==> src/rtl/shift_pkg.sv <==
// Shared definitions for the shift arbiter: op encodings and FSM state type.
package shift_pkg;
    typedef enum logic [1:0] {
        OP_SLL = 2'b00,
        OP_SRL = 2'b01,
        OP_SRA = 2'b10,
        OP_ROR = 2'b11
    } shift_op_e;

    typedef enum logic [1:0] {
        IDLE = 2'b00,
        EXEC = 2'b01,
        RESP = 2'b10
    } arb_state_e;
endpackage

==> src/rtl/shift_unit.sv <==
// Combinational 32-bit-class barrel shifter: SLL/SRL/SRA/ROR, no state.
module shift_unit
    import shift_pkg::*;
#(
    parameter int DATA_W  = 32,
    localparam int SHAMT_W = $clog2(DATA_W)
) (
    input  logic [1:0]         op,
    input  logic [DATA_W-1:0]  x,
    input  logic [SHAMT_W-1:0] s,
    output logic [DATA_W-1:0]  z
);
    logic [2*DATA_W-1:0] rot_dbl;

    // Rotating the doubled word keeps s=0 exact without a wide left shift.
    assign rot_dbl = {x, x} >> s;

    always_comb begin
        z = x;
        case (shift_op_e'(op))
            OP_SLL:  z = x << s;
            OP_SRL:  z = x >> s;
            OP_SRA:  z = $unsigned($signed(x) >>> s);
            OP_ROR:  z = rot_dbl[DATA_W-1:0];
            default: z = x;
        endcase
    end
endmodule

==> src/rtl/shift_arbiter.sv <==
// Round-robin arbiter sharing one shift_unit between two requesters.
// Optional grant counters are enabled by defining SHIFT_ARB_PERF_EN.
module shift_arbiter
    import shift_pkg::*;
#(
    parameter int DATA_W  = 32,
    localparam int SHAMT_W = $clog2(DATA_W)
) (
    input  logic               clk,
    input  logic               rst_n,
    input  logic               req0_valid,
    output logic               req0_ready,
    input  logic [1:0]         req0_op,
    input  logic [DATA_W-1:0]  req0_x,
    input  logic [SHAMT_W-1:0] req0_s,
    input  logic               req1_valid,
    output logic               req1_ready,
    input  logic [1:0]         req1_op,
    input  logic [DATA_W-1:0]  req1_x,
    input  logic [SHAMT_W-1:0] req1_s,
    output logic               resp_valid,
    input  logic               resp_ready,
    output logic               resp_id,
    output logic [DATA_W-1:0]  resp_z
`ifdef SHIFT_ARB_PERF_EN
    ,
    output logic [15:0]        perf_grant0,
    output logic [15:0]        perf_grant1
`endif
);
    arb_state_e         state_q, state_d;
    logic               last_grant_q, last_grant_d;
    logic [1:0]         op_q, op_d;
    logic [DATA_W-1:0]  x_q, x_d;
    logic [SHAMT_W-1:0] s_q, s_d;
    logic               id_q, id_d;
    logic               resp_valid_q, resp_valid_d;
    logic               resp_id_q, resp_id_d;
    logic [DATA_W-1:0]  resp_z_q, resp_z_d;

    logic               any_req;
    logic               gnt;
    logic               grant_fire;
    logic [DATA_W-1:0]  z;

    assign any_req = req0_valid | req1_valid;
    // Contention goes to whoever was not served last; otherwise the sole requester.
    assign gnt = (req0_valid & req1_valid) ? ~last_grant_q : req1_valid;
    assign grant_fire = (state_q == IDLE) & any_req;

    shift_unit #(.DATA_W(DATA_W)) u_shift (
        .op (op_q),
        .x  (x_q),
        .s  (s_q),
        .z  (z)
    );

    always_ff @(posedge clk or negedge rst_n) begin
        if (!rst_n) begin
            state_q      <= IDLE;
            last_grant_q <= 1'b1;
            op_q         <= '0;
            x_q          <= '0;
            s_q          <= '0;
            id_q         <= 1'b0;
            resp_valid_q <= 1'b0;
            resp_id_q    <= 1'b0;
            resp_z_q     <= '0;
        end else begin
            state_q      <= state_d;
            last_grant_q <= last_grant_d;
            op_q         <= op_d;
            x_q          <= x_d;
            s_q          <= s_d;
            id_q         <= id_d;
            resp_valid_q <= resp_valid_d;
            resp_id_q    <= resp_id_d;
            resp_z_q     <= resp_z_d;
        end
    end

    always_comb begin
        state_d      = state_q;
        last_grant_d = last_grant_q;
        op_d         = op_q;
        x_d          = x_q;
        s_d          = s_q;
        id_d         = id_q;
        resp_valid_d = resp_valid_q;
        resp_id_d    = resp_id_q;
        resp_z_d     = resp_z_q;
        req0_ready   = 1'b0;
        req1_ready   = 1'b0;
        case (state_q)
            IDLE: begin
                if (any_req) begin
                    req0_ready   = ~gnt;
                    req1_ready   = gnt;
                    op_d         = gnt ? req1_op : req0_op;
                    x_d          = gnt ? req1_x  : req0_x;
                    s_d          = gnt ? req1_s  : req0_s;
                    id_d         = gnt;
                    last_grant_d = gnt;
                    state_d      = EXEC;
                end
            end
            EXEC: begin
                resp_z_d     = z;
                resp_id_d    = id_q;
                resp_valid_d = 1'b1;
                state_d      = RESP;
            end
            RESP: begin
                if (resp_ready) begin
                    resp_valid_d = 1'b0;
                    state_d      = IDLE;
                end
            end
            default: state_d = IDLE;
        endcase
    end

    assign resp_valid = resp_valid_q;
    assign resp_id    = resp_id_q;
    assign resp_z     = resp_z_q;

`ifdef SHIFT_ARB_PERF_EN
    logic [15:0] perf0_q, perf1_q;

    always_ff @(posedge clk or negedge rst_n) begin
        if (!rst_n) begin
            perf0_q <= '0;
            perf1_q <= '0;
        end else if (grant_fire) begin
            if (!gnt && perf0_q != 16'hFFFF) perf0_q <= perf0_q + 16'd1;
            if (gnt && perf1_q != 16'hFFFF)  perf1_q <= perf1_q + 16'd1;
        end
    end

    assign perf_grant0 = perf0_q;
    assign perf_grant1 = perf1_q;
`else
    logic unused_fire;
    assign unused_fire = grant_fire;
`endif
endmodule

==> config.mk <==
export PLATFORM = sky130hd
export DESIGN_NAME = shift_arbiter
export DESIGN_NICKNAME = d
export VERILOG_FILES = /design/src/rtl/shift_pkg.sv /design/src/rtl/shift_unit.sv /design/src/rtl/shift_arbiter.sv
export SDC_FILE = /design/constraint.sdc
export NUM_CORES = 1
export LEC_CHECK = 0
export CORE_UTILIZATION = 40
export DETAILED_ROUTE_END_ITERATION = 12
export PLACE_DENSITY_LB_ADDON = 0.15
export SYNTH_ARGS = -nofsm -noshare
export SYNTH_HDL_FRONTEND = slang
export SYNTH_SLANG_ARGS = --single-unit
==> constraint.sdc <==
create_clock -name clk -period 7.54 [get_ports clk]
set_clock_uncertainty 0.1 [all_clocks]
set_input_delay 0.754 -clock clk [delete_from_list [all_inputs] [get_ports clk]]
set_output_delay 0.754 -clock clk [all_outputs]
set_load 0.005 [all_outputs]
==> flow_metrics.env <==
export IMPL_status="finished clean"
export IMPL_clk_latency_ns=0.36
export IMPL_synth_compound_area_share_pct=27.3
export IMPL_crit_slowest_cell="clkdlybuf4s50_1"
export IMPL_row_count=53
export IMPL_ys_seq_area_share_pct=22.2
export IMPL_placed_cells=1372
export IMPL_h_tree_depth=3
export IMPL_gp_congestion=1.04
export IMPL_crit_chain="clkdlybuf4s50_1 > a21boi_1 > and2_1 > buf_4 > clkdlybuf4s50_1"
export IMPL_synth_xor_area_share_pct=0
export IMPL_max_cap_violations=0
export IMPL_clock_sinks=77
export IMPL_cp_start_kind="input port"
export IMPL_dpl_hpwl_mm=31.1
export IMPL_antenna_found_initial=0
export IMPL_min_path_type="input port to asynchronous set/reset pin"
export IMPL_yosys_warnings=0
export IMPL_critPathTopFamily="buffers and inverters"
export IMPL_yosysMostFrequentCell="nand2_1"
export IMPL_ioPinCount=119
export IMPL_drv_slew=0
export IMPL_final_hold_viol_count=0
export IMPL_viasPerCell=7.05
export IMPL_track_usage_pct=39.6
export IMPL_final_area_um2=10200
export IMPL_synth_common_cells="nand2_1 (163), mux2i_1 (93), nor2_1 (85)"
export IMPL_final_setup_tns_ns=0
export IMPL_drtIter0Drc=1518
export IMPL_post_route_period_util_pct=50.0
export IMPL_dr_pass1_iters=8
export IMPL_n_fill_cell=2108
export IMPL_routedWlPerCell_um=31.1
export IMPL_met1_usage_pct=53.7
export IMPL_rsz0062_at_grt="false"
export IMPL_fin_cells=1389
export IMPL_place_area_um2=9870
export IMPL_async_flop_share_pct=100
export IMPL_postCtsHoldBufs=0
export IMPL_syn2layout_area_growth_pct=17.6
export IMPL_path_clk_slew_ns=0.07
export IMPL_max_clock_freq_mhz=265
export IMPL_min_period_ns=3.77
export IMPL_synth_top_cell_by_area="dfrtp_1"
export IMPL_grt_busiest_layer="met2"
export IMPL_syn_cell_area_um2=8670
export IMPL_cts_resized=0
export IMPL_crit_buf_inv=3
export IMPL_synth_simple_area_share_pct=17.3
export IMPL_cp_max_fo=38
export IMPL_die_x_um=149
export IMPL_cp_end_kind="output port"
export IMPL_crit_required_ns=6.69
export IMPL_path_common_cell="clkdlybuf4s50_1"
export IMPL_synth_cell_types=65
export IMPL_drt_wl_total_mm=43.2
export IMPL_drive_gt1_share_pct=13.4
export IMPL_syn_instance_count=1072
export IMPL_crit_start="req1_valid"
export IMPL_r2r_start="s_q[2]"
export IMPL_die_h_um=149
export IMPL_synth_edff_count=0
export IMPL_syn_area_per_cell_um2=8.08
export IMPL_grt_remaining_overflow=0
export IMPL_synth_seq_cells=77
export IMPL_port_buffers=118
export IMPL_use_met2_pct=56.5
export IMPL_num_vias=9786
export IMPL_synthesis_nets=1155
export IMPL_drtAntennaViolNets=0
export IMPL_synthTopCellsByArea="dfrtp_1 (22%), mux2i_1 (11%), mux4_2 (8.1%)"
export IMPL_core_um2=21200
export IMPL_setup_violations=0
export IMPL_initial_core_util_pct=41.0
export IMPL_cts_root_buf="clkbuf_16"
export IMPL_synth_area_mux_share_pct=26.3
export IMPL_worst_pin_slew_ns=1.07
export IMPL_max_stage_delay_ns=0.58
export IMPL_drc=0
export IMPL_hold_ws_ns=0.250
export IMPL_clockBufferDepth=2
export IMPL_path_class="input port to output port"
export IMPL_ys_flop_type="dfrtp_1"
export IMPL_synthAdderAreaFrac_pct=0
export IMPL_cts_tree="built"
export IMPL_synth_top_family_by_area="compound AO/OA/AOI/OAI gates"
export IMPL_slew_headroom_pct=28.1
export IMPL_nets=1191
export IMPL_grt_pass1_vias=9362
export IMPL_synth_top_area_share_pct=21.9
export IMPL_die_area_um2=22300
export IMPL_use_met3_pct=7.40
export IMPL_post_cts_buffers=0
export IMPL_grt_max_degree=71
export IMPL_crit_arrival_ns=2.92
export IMPL_cts_buffers=9
export IMPL_rrSetupSlack_ns=3.97
export IMPL_grt_pass1_wl_mm=63.7
-- logic make-up after synthesis --
family,count (synthesis)
compound gates,336
flops,77
simple gates,344
mux,182
buf+inv,133
-- flip-flops by register name (all words and copies together), names as in the netlist --
name	flops
resp_z	32
state_q	2
x_q	32
resp_valid	1
resp_id	1
s_q	5
last_grant_q	1
op_q	2
id_q	1
-- layer usage --
layer / up-vias / routed length [um]
met5: - / 0
met4: 0 / 3420
met3: 177 / 4820
met2: 742 / 17900
met1: 4709 / 17000
li1: 4158 / -
-- layout make-up --
cell class	count	area (um^2)	share of cell area [%]
diodes	1	2.50	0.0245
clock buffers	9	225	2.21
clock inverters	7	98.8	0.970
inverters	12	45.0	0.442
multi-input cells	862	6150	60.4
flip-flops and latches	77	1940	19.0
well taps	275	344	3.38
repair buffers	146	1390	13.6
-- worst paths after layout --
kind / cells after the start / endpoint
setup / recovery: 5 / req1_ready
hold / removal: 1 / x_q[27]
setup reg to reg: 7 / resp_z[21]
hold reg to reg: 2 / resp_z[5]
max in group asynchronous: 2 / s_q[0]
min in group clk: 2 / resp_z[5]
-- layout by cell type (no fill, tap or decap), types with 7 or more instances in the layout --
cell type,n
nor3_1,17
a32oi_1,7
and2_1,10
o31ai_1,7
clkbuf_16,9
a211o_1,10
a221oi_1,8
a22oi_1,47
nand4_1,9
nor2_1,84
o22a_1,7
mux2_2,58
mux4_2,31
o211ai_1,9
mux2i_1,93
a31oi_1,14
nand2_1,163
nand3_1,17
o221ai_1,13
clkdlybuf4s50_1,117
a21oi_1,41
buf_4,29
nand2b_1,13
o22ai_1,23
a211oi_1,19
dfrtp_1,72
o21ai_0,62
inv_1,10
nor2b_1,11
-- per-stage QoR --
stage,setup WS (ns),util [%]
floorplan,4.74,-
global placement,3.75,46.6
detailed placement,3.74,46.6
CTS,3.74,48.2
global route,3.64,48.2
finish,3.77,48.2
-- worst reg2reg max path, stage by stage, from the launching register on --
cell and delay [ns]:
dfrtp_2 0.58, buf_4 0.59, nor2_1 0.35, and2_1 0.28
or4_1 0.50, a221oi_1 0.74, a211oi_1 0.19, a21oi_1 0.16
Power is not shown: default switching activity piles up to over one toggle a cycle in this logic, so the estimate is an artifact.
